## config.mk

```make
export PLATFORM = sky130hd
export DESIGN_NAME = disk_track_sequencer
export DESIGN_NICKNAME = d
export VERILOG_FILES = /design/src/rtl/disk_ii_pkg.sv /design/src/rtl/sd_block_xfer.sv /design/src/rtl/disk_track_sequencer.sv
export SDC_FILE = /design/constraint.sdc
export NUM_CORES = 1
export LEC_CHECK = 0
export ABC_AREA = 1
export CORE_ASPECT_RATIO = 0.9
export CORE_MARGIN = 2
export CORE_UTILIZATION = 35
export CTS_CLUSTER_SIZE = 14
export DETAILED_ROUTE_END_ITERATION = 16
export GPL_TIMING_DRIVEN = 0
export PLACE_DENSITY = 0.68
export RECOVER_POWER = 50
export SYNTH_ARGS = -nofsm -noshare
export SYNTH_HDL_FRONTEND = slang
export SYNTH_HIERARCHICAL = 1
export SYNTH_SLANG_ARGS = --single-unit
```

## constraint.sdc

```tcl
create_clock -name CLK_14M -period 4.51 [get_ports CLK_14M]
set_clock_uncertainty 0.2 [all_clocks]
set_input_delay 0.902 -clock CLK_14M [delete_from_list [all_inputs] [get_ports CLK_14M]]
set_output_delay 0.902 -clock CLK_14M [all_outputs]
set_load 0.05 [all_outputs]
```

## src/rtl/disk_ii_pkg.sv

```systemverilog
// Shared constants, FSM encodings and LBA helper for the Disk II track sequencer.
package disk_ii_pkg;

  localparam int unsigned BLOCKS_PER_TRACK = 13;
  localparam int unsigned BLK_BYTES        = 512;
  localparam int unsigned TRACK_BYTES      = BLOCKS_PER_TRACK * BLK_BYTES;

  typedef enum logic [2:0] {
    StIdle,
    StWbReq,
    StWbAck,
    StWbDone,
    StRdReq,
    StRdAck,
    StRdDone,
    StFin
  } seq_state_e;

  typedef enum logic [1:0] {
    XIdle,
    XReq,
    XBusy
  } xfer_state_e;

  function automatic logic [31:0] lba_of(logic [5:0] trk, logic [3:0] blk, int unsigned bpt);
    return 32'(trk) * bpt + 32'(blk);
  endfunction

endpackage

```

## src/rtl/sd_block_xfer.sv

```systemverilog
// One-block SD REQ/ACK handshake: request held until ACK high, done pulse once ACK falls.
module sd_block_xfer (
  input  logic       CLK_14M,
  input  logic       RESET,
  input  logic       start,
  input  logic       is_write,
  input  logic       drive,
  input  logic [1:0] SD_ACK,
  output logic [1:0] SD_RD,
  output logic [1:0] SD_WR,
  output logic       ack_seen,
  output logic       done
);
  import disk_ii_pkg::*;

  xfer_state_e state_q, state_d;
  logic        write_q;
  logic        drive_q;
  logic        ack;
  logic [1:0]  drv_onehot;

  assign ack        = SD_ACK[drive_q];
  assign drv_onehot = drive_q ? 2'b10 : 2'b01;
  assign SD_RD      = (state_q == XReq && !write_q) ? drv_onehot : 2'b00;
  assign SD_WR      = (state_q == XReq &&  write_q) ? drv_onehot : 2'b00;

  always_comb begin
    state_d  = state_q;
    ack_seen = 1'b0;
    done     = 1'b0;
    unique case (state_q)
      XIdle: if (start) state_d = XReq;
      XReq: begin
        if (ack) begin
          ack_seen = 1'b1;
          state_d  = XBusy;
        end
      end
      XBusy: begin
        if (!ack) begin
          done    = 1'b1;
          state_d = XIdle;
        end
      end
      default: state_d = XIdle;
    endcase
  end

  always_ff @(posedge CLK_14M) begin
    if (RESET) begin
      state_q <= XIdle;
      write_q <= 1'b0;
      drive_q <= 1'b0;
    end else begin
      state_q <= state_d;
      if (start && state_q == XIdle) begin
        write_q <= is_write;
        drive_q <= drive;
      end
    end
  end

endmodule

```

## src/rtl/disk_track_sequencer.sv

```systemverilog
// Loads/writes back 13-block track images for two Disk II drives over one SD channel.
// Write-back of modified tracks is built only when DISK_WRITEBACK_EN is defined.
module disk_track_sequencer #(
  parameter int unsigned BLOCKS_PER_TRACK = 13,
  parameter int unsigned LBA_W            = 32
) (
  input  logic             CLK_14M,
  input  logic             RESET,
  input  logic [1:0]       IMG_MOUNTED,
  output logic [1:0]       DISK_READY,
  input  logic [5:0]       TRACK1,
  input  logic [5:0]       TRACK2,
  input  logic             TRACK1_WE,
  input  logic             TRACK2_WE,
  input  logic             D1_ACTIVE,
  input  logic             D2_ACTIVE,
  output logic             TRACK1_BUSY,
  output logic             TRACK2_BUSY,
  output logic [LBA_W-1:0] SD_LBA,
  output logic [1:0]       SD_RD,
  output logic [1:0]       SD_WR,
  input  logic [1:0]       SD_ACK,
  input  logic [8:0]       SD_BUFF_ADDR,
  input  logic             SD_BUFF_WR,
  output logic             RAM_SEL,
  output logic [12:0]      RAM_ADDR,
  output logic             RAM_WE
);
  import disk_ii_pkg::*;

`ifdef DISK_WRITEBACK_EN
  localparam bit WbEn = 1'b1;
`else
  localparam bit WbEn = 1'b0;
`endif

  localparam logic [3:0] LastBlk = 4'(BLOCKS_PER_TRACK - 1);

  logic [1:0][5:0] track;
  logic [1:0]      trk_we;
  logic [1:0]      active;

  logic [1:0][5:0] cur_trk_q;
  logic [1:0]      valid_q, dirty_q, mounted_q, active_q, stop_q, busy_q;
  logic [1:0]      need_load, need_wb, pending, act_fall;

  seq_state_e state_q, state_d;
  logic       own_q, own_d;
  logic       rr_q, rr_d;
  logic [3:0] blk_q, blk_d;
  logic [5:0] load_trk_q, load_trk_d;
  logic       abort_q, abort_now;

  logic xfer_start, xfer_write, ack_seen, xfer_done;
  logic wb_end, fin, abort_end;
  logic wb_phase, rd_phase;
  logic [5:0] lba_trk;

  assign track    = {TRACK2, TRACK1};
  assign trk_we   = {TRACK2_WE, TRACK1_WE};
  assign active   = {D2_ACTIVE, D1_ACTIVE};
  assign act_fall = active_q & ~active;

  always_comb begin
    for (int n = 0; n < 2; n++) begin
      need_load[n] = mounted_q[n] & (~valid_q[n] | (cur_trk_q[n] != track[n]));
      need_wb[n]   = WbEn & dirty_q[n] & (need_load[n] | stop_q[n]);
    end
  end
  assign pending = need_load | need_wb;

  assign wb_phase   = (state_q == StWbReq) || (state_q == StWbAck) || (state_q == StWbDone);
  assign rd_phase   = (state_q == StRdReq) || (state_q == StRdAck) || (state_q == StRdDone);
  assign xfer_write = wb_phase;
  // A remount during the owner's transfer may arrive in the very DONE cycle.
  assign abort_now  = abort_q | IMG_MOUNTED[own_q];

  always_comb begin
    state_d    = state_q;
    own_d      = own_q;
    rr_d       = rr_q;
    blk_d      = blk_q;
    load_trk_d = load_trk_q;
    xfer_start = 1'b0;
    wb_end     = 1'b0;
    fin        = 1'b0;
    abort_end  = 1'b0;
    unique case (state_q)
      StIdle: begin
        if (|pending) begin
          own_d      = (pending[0] & pending[1]) ? ~rr_q : pending[1];
          rr_d       = own_d;
          blk_d      = 4'd0;
          load_trk_d = track[own_d];
          state_d    = need_wb[own_d] ? StWbReq : StRdReq;
        end
      end
      StWbReq: begin
        xfer_start = 1'b1;
        state_d    = StWbAck;
      end
      StWbAck: if (ack_seen) state_d = StWbDone;
      StWbDone: begin
        if (xfer_done) begin
          if (abort_now) begin
            abort_end = 1'b1;
            state_d   = StIdle;
          end else if (blk_q == LastBlk) begin
            wb_end  = 1'b1;
            blk_d   = 4'd0;
            state_d = need_load[own_q] ? StRdReq : StIdle;
          end else begin
            blk_d   = blk_q + 4'd1;
            state_d = StWbReq;
          end
        end
      end
      StRdReq: begin
        xfer_start = 1'b1;
        state_d    = StRdAck;
      end
      StRdAck: if (ack_seen) state_d = StRdDone;
      StRdDone: begin
        if (xfer_done) begin
          if (abort_now) begin
            abort_end = 1'b1;
            state_d   = StIdle;
          end else if (blk_q == LastBlk) begin
            state_d = StFin;
          end else begin
            blk_d   = blk_q + 4'd1;
            state_d = StRdReq;
          end
        end
      end
      StFin: begin
        fin     = 1'b1;
        state_d = StIdle;
      end
    endcase
  end

  always_ff @(posedge CLK_14M) begin
    if (RESET) begin
      state_q    <= StIdle;
      own_q      <= 1'b0;
      rr_q       <= 1'b1;
      blk_q      <= 4'd0;
      load_trk_q <= 6'd0;
      abort_q    <= 1'b0;
      cur_trk_q  <= '0;
      valid_q    <= '0;
      dirty_q    <= '0;
      mounted_q  <= '0;
      active_q   <= '0;
      stop_q     <= '0;
      busy_q     <= '0;
    end else begin
      state_q    <= state_d;
      own_q      <= own_d;
      rr_q       <= rr_d;
      blk_q      <= blk_d;
      load_trk_q <= load_trk_d;
      abort_q    <= (state_q == StIdle) ? 1'b0 : abort_now;
      for (int n = 0; n < 2; n++) begin
        active_q[n] <= active[n];
        busy_q[n]   <= need_load[n] | (state_q != StIdle && own_q == 1'(n));
        // A new image always wins over a transfer finishing in the same cycle.
        if (IMG_MOUNTED[n]) begin
          mounted_q[n] <= 1'b1;
          valid_q[n]   <= 1'b0;
          dirty_q[n]   <= 1'b0;
          stop_q[n]    <= 1'b0;
        end else begin
          if (fin && own_q == 1'(n)) begin
            cur_trk_q[n] <= load_trk_q;
            valid_q[n]   <= 1'b1;
          end
          if ((wb_end || abort_end) && own_q == 1'(n)) begin
            dirty_q[n] <= 1'b0;
            stop_q[n]  <= 1'b0;
            if (abort_end) valid_q[n] <= 1'b0;
          end else begin
            if (WbEn && mounted_q[n] && trk_we[n] && !busy_q[n]) dirty_q[n] <= 1'b1;
            if (active[n])        stop_q[n] <= 1'b0;
            else if (act_fall[n]) stop_q[n] <= 1'b1;
          end
        end
      end
    end
  end

  sd_block_xfer u_xfer (
    .CLK_14M  (CLK_14M),
    .RESET    (RESET),
    .start    (xfer_start),
    .is_write (xfer_write),
    .drive    (own_q),
    .SD_ACK   (SD_ACK),
    .SD_RD    (SD_RD),
    .SD_WR    (SD_WR),
    .ack_seen (ack_seen),
    .done     (xfer_done)
  );

  assign lba_trk     = wb_phase ? cur_trk_q[own_q] : load_trk_q;
  assign SD_LBA      = LBA_W'(lba_of(lba_trk, blk_q, BLOCKS_PER_TRACK));
  assign DISK_READY  = mounted_q;
  assign TRACK1_BUSY = busy_q[0];
  assign TRACK2_BUSY = busy_q[1];
  assign RAM_SEL     = own_q;
  assign RAM_ADDR    = {blk_q, SD_BUFF_ADDR};
  assign RAM_WE      = SD_BUFF_WR & rd_phase & SD_ACK[own_q];

endmodule

```

---- After elaboration in Yosys (flattened, before gate mapping) ----
Cells that the tools add are included.
storage, ports and cells
  register bits after elaboration ......... 38
  input bits .............................. 32
  output and inout port bits .............. 55
  word-level logic and storage cells ...... 153
cells by class
  add/sub/neg operators ................... 2
  multiply operators ...................... 1
  magnitude comparators ................... 3
  equality and inequality tests ........... 23
  multiplexer cells ....................... 61
  bitwise operators ....................... 16
  reduce and logical (&&, ||, !) cells .... 31
operators with widths
  kind                                                number
  two-way mux 3 bit                                   10
  two-way mux 6 bit                                   5
  two-way mux 1 bit                                   29
  two-way mux 4 bit                                   7
  case mux 3 bit (8 select lines)                     1
  two-way mux 2 bit                                   7
  != test 2 bit, second input constant                7
  == test 3 bit, second input constant                4
  != test 6 bit                                       2
  case mux 4 bit (3 select lines)                     1
  OR reduction 2 bit                                  6
  adder 10 x 4 -> 11 bit                              1
  multiplier 6 x 4 -> 10 bit, second input constant   1
  logical AND 1 bit                                   9
  != test 2 x 1 -> 1 bit, second input constant       4
  AND reduction 7 bit                                 1
  == test 3 x 2 -> 1 bit, second input constant       2
  < comparator 1 x 2 -> 1 bit, second input constant  3
  NOT 1 bit                                           6
  case mux 2 bit (3 select lines)                     1
  AND reduction 2 bit                                 3
  nonzero test 3 bit                                  2
  AND 1 bit                                           5
  logical OR 1 bit                                    5
  11 further kinds                                    15

---- Logic depth before layout (Yosys ltp) ----
  depth in word-level cells ............... 10
  gate-level depth with buffers ........... 18
  depth with buffers taken out ............ 16

---- By module ----
The synthesis kept the hierarchy.
modules (own cells, without submodules)
  module                times used  cells an instance  area each (um^2)  seq. area each (um^2)
  disk_track_sequencer  1           421                2931.6            680.7
  sd_block_xfer         1           35                 236.5             80.1

---- Worst setup path after synthesis ----
Ideal clock, no wire load.
  path type ............................... register -> output
  from .................................... register own_q, in the netlist RAM_SEL
  to ...................................... output SD_LBA[8]
  arrival ................................. 4.418 ns
  data required time ...................... 3.408 ns
  setup slack ............................. -1.010 ns
  cell stages (with the launch flop) ...... 17
  path buffers ............................ 2
  path through ............................ dfxtp_1 buf_2 clkbuf_1 nand2_1 o211ai_1 o21ai_0 ha_1 inv_1 fa_1 inv_1 ha_1 ha_1 a21o_1 a21oi_1 o21ai_0 a21oi_1 xor2_1
between the ends
  cells in the longest elaborated chain, start to end .. 5
RTL lines
  what                                                  RTL line                     source
  start, declared                                       disk_track_sequencer.sv:48   logic own_q, own_d;
  start signal, assigned                                disk_track_sequencer.sv:160  own_q <= own_d;
  two-way mux 6 bit (not written as such) (2 in a row)  disk_track_sequencer.sv:206  assign lba_trk = wb_phase ? cur_trk_q[own_q] : load_trk_q;
  two-way mux 6 bit                                     disk_track_sequencer.sv:206
  multiplier 6 x 4 -> 10 bit                            disk_ii_pkg.sv:26            return 32'(trk) * bpt + 32'(blk);
  adder 10 x 4 -> 11 bit                                disk_ii_pkg.sv:26
  end, declared                                         disk_track_sequencer.sv:19   output logic [LBA_W-1:0] SD_LBA,
Every way passes these cells. The select of a mux whose other input is x is not followed.

---- Final worst setup path ----
Ends and elaborated chain as after synthesis.

==> flow_metrics.tcl <==
set metrics [dict create \
    outcome "finished, violations left" \
    violations "setup timing" \
    critical_path_arrival_ns 3.60 \
    synth_top_family_by_area "simple AND/OR/NAND/NOR gates" \
    syn_inst 456 \
    total_power_w 0.003441 \
    vias 3190 \
    dieArea_um2 9829 \
    relSlewSlack_pct 63.23 \
    antenna_found_initial 0 \
    cts_max_path_buffers 2 \
    post-route-period-util_pct 104.2 \
    yosysSeqAreaShare_pct 24.01 \
    drt_iter0_markers 144 \
    max-cap-violations 0 \
    max_freq_mhz 212.8 \
    cp_max_fo 5 \
    synth_xor_area_share_pct 2.765 \
    synth_area_leaders "dfxtp_1 (24%), ha_1 (11%), nand2_1 (10%), inv_1 (7.3%), buf_4 (7.1%)" \
    chipWidth_um 104.3 \
    crit_path_cell_trace "buf_8 -> clkbuf_16 -> o211ai_1 -> o21ai_1 -> ha_1 -> ha_4 -> fa_1 -> ha_4 -> a21oi_4 -> o21ai_2 -> a21oi_4 -> o21ai_2 -> a21oi_2 -> xor2_4 -> buf_6" \
    drcViolationCount 0 \
    coreArea_um2 8688 \
    p_per_area_nw_per_um2 776.4 \
    end_kind "primary output" \
    io_buffers 52 \
    ios 87 \
    dieHeight_um 94.26 \
    synthArstFlopShare_pct 0 \
    min_path_type "reg2reg" \
    period_needed_ns 4.699 \
    dp.cells 647 \
    reg2reg_from "cur_trk_q[0]" \
    setup_tns_ns -0.2810 \
    drt-total-wl_um 8259 \
    power_leakage_nw 2.091 \
    cts_tree "yes" \
    path_clk_slew_ns 0.08 \
    drtAntennaViolNets 0 \
    wl_met1_um 3897 \
    antenna_cells 0 \
    met2WireLength_um 3805 \
    area_growth_pct 39.89 \
    grt_pass1_vias 3051 \
    cts.htree.levels 2 \
    route.met3.wl_um 511 \
    yosysWarningCount 6 \
    min_from "cur_trk_q[7]" \
    synth_fa_ha_area_share_pct 13.98 \
    synth_top_cell_by_area "dfxtp_1" \
    avgRoutedWirePerCell_um 12.18 \
    seq_area_um2 775.7 \
    grt_pass1_wl_um 14070 \
    final_nets 623 \
    cts-root-buf "clkbuf_8" \
    finalSetupViolCount 3 \
    cts_buffers 5 \
    final_hold_viol_count 0 \
    highest_layer "met4" \
    multi_input_area_um2 2173 \
    gp_congestion 0.8755 \
    grt-ovfl-total 0 \
    setup_ws_ns -0.1892 \
    cts_sinks 38 \
    synth.area.mux_share_pct 0 \
    irDropWorstVdd_uv 903.1 \
    syn_area_um2 3168 \
    netlist.area_leader.share_pct 24.01 \
    tightest_slew_ns 0.5458 \
    fillCellCount 873 \
    finalMaxSlewViolations 0 \
    globalRouteTotalUtil_pct 17.47 \
    rsz0062_at_grt "true" \
    synth_ff_type "dfxtp_1" \
    ys_ff_latch 38 \
    timing.hold.ws_ns 0.2770 \
    drive_above_1_share_pct 23.26 \
    synth_compound_area_share_pct 16.67 \
    synth_edf_count 0 \
    yosys.area_share.simple_pct 26.22 \
    firstDrtPassIters 4 \
    avgViaCountPerCell 4.705 \
    dp_hpwl_um 6424 \
    grt_max_degree 13 \
    syn-mean-instance-area_um2 6.947 \
    insertion_delay_ns 0.29 \
    hold_buffers 0 \
    critPathRequiredTime_ns 3.41 \
    start_util_pct 36.46 \
    synth_cell_types 41 \
    startpoint "RAM_SEL" \
    worstSetupStartpointType "flop" \
    critPathKind "reg2out" \
    fin_cells 678 \
    critical_path.slowest_cell "fa_1" \
    crit_path_max_incr_delay_ns 0.44 \
    rows 32 \
]
==> final cells by class <==
cell class	instances	share of cell area, %
tap	119	3.360
clock inverter	2	0.2823
buffer	37	6.578
inverter	69	5.844
timing repair buffer	75	15.53
multi-input combinational	332	49.04
sequential	38	17.50
clock buffer	6	1.863
==> layout by cell type (no fill, tap or decap), types with 4 or more instances in the layout <==
master and n:
clkbuf_8 7, o21ai_0 21, o21ai_2 6, a21oi_2 5, inv_1 63, nor3_1 11
nor2_1 33, nand3_1 25, o211ai_1 5, conb_1 21, a21oi_1 28, ha_1 21
nand2_1 84, dfxtp_1 34, buf_4 53, nand4_1 6, dfxtp_4 4, fa_1 4
nand2_2 6, o21ai_1 4, ha_4 7, clkbuf_1 5, buf_6 5, inv_2 6
nand3_2 4, clkdlybuf4s50_1 35, dlygate4sd3_1 8
==> through the flow <==
| stage | setup WS (ns) | utilization, % | cell area, um2 |
|---|---|---|---|
| floorplan | 0.001643 | - | 3403 |
| global placement | -0.8615 | 46.88 | 4073 |
| detailed placement | -0.8937 | 46.88 | 4073 |
| CTS | -0.2139 | 50.79 | 4413 |
| global route | -0.3917 | 51.01 | 4432 |
| finish | -0.1892 | 51.01 | 4432 |
==> final timing paths <==
path | cells after the start | slack, ns | to
hold reg to reg | 2 | 0.28 | cur_trk_q[7]
hold / removal | 2 | 0.28 | cur_trk_q[7]
setup reg to reg | 13 | 2.36 | load_trk_q[5]
setup / recovery | 15 | -0.19 | SD_LBA[8]
==> report_power, final <==
group	switching [W]	leakage, nW	internal (W)	total (W)
clock	0.000127	0.0472	0.000123	0.000250
combinational	0.00169	1.73	0.00104	0.00273
sequential	0.0000559	0.313	0.000404	0.000460
==> worst max-delay path, delay by kind of cell (launching register included) <==
family | cells | cell delay [ns]
buf+inv | 3 | 0.43
compound gates | 7 | 1.04
flops | 1 | 0.36
fa+ha+maj | 4 | 1.33
xor+xnor | 1 | 0.16
==> kinds of logic (layout without fill, tap and decap cells) <==
family / after synthesis / after routing
compound gates: 88 / 88
xor+xnor: 10 / 10
fa+ha+maj: 33 / 33
buf+inv: 106 / 189
flops: 38 / 38
other cells: 1 / 21
simple gates: 180 / 180
==> state kept, by name, summed over array words and instances, names as in the netlist <==
signal / count
blk_q: 4
DISK_READY: 2
load_trk_q: 6
rr_q: 1
cur_trk_q: 12
valid_q: 2
RAM_SEL: 1
u_xfer/state_q: 2
u_xfer/drive_q: 1
busy_q: 2
state_q: 3
u_xfer/write_q: 1
abort_q: 1
==> cell usage after synthesis (2+ instances only) <==
library cell	instances
o211ai_1	5
a21oi_1	33
xnor2_1	3
nor2_1	34
o22ai_1	3
dfxtp_1	38
buf_4	30
nand2_1	85
ha_1	29
nand3_2	6
buf_2	3
a21boi_1	2
a2111oi_1	2
a21oi_2	2
nand3b_1	2
nor3_1	12
nand2_2	5
nand3_1	23
inv_1	62
o21ai_0	30
xor2_1	7
nor2_2	4
fa_1	4
clkbuf_1	4
nand4_1	6
inv_2	7
==> per-layer routing <==
| metal | vias up | global-route usage [%] |
|---|---|---|
| li1 | 1645 | - |
| met1 | 1434 | 23.14 |
| met2 | 107 | 29.85 |
| met3 | 4 | 2.774 |
| met4 | 0 | 4.167 |
| met5 | - | 0 |
==> what timing repair did <==
item,in CTS,in global routing
pin swaps,16,6
resized for setup,62,16
endpoints found under the setup margin,9,9
gates cloned,2,0
setup buffers,17,4
Power figures use the tool's default switching activity.
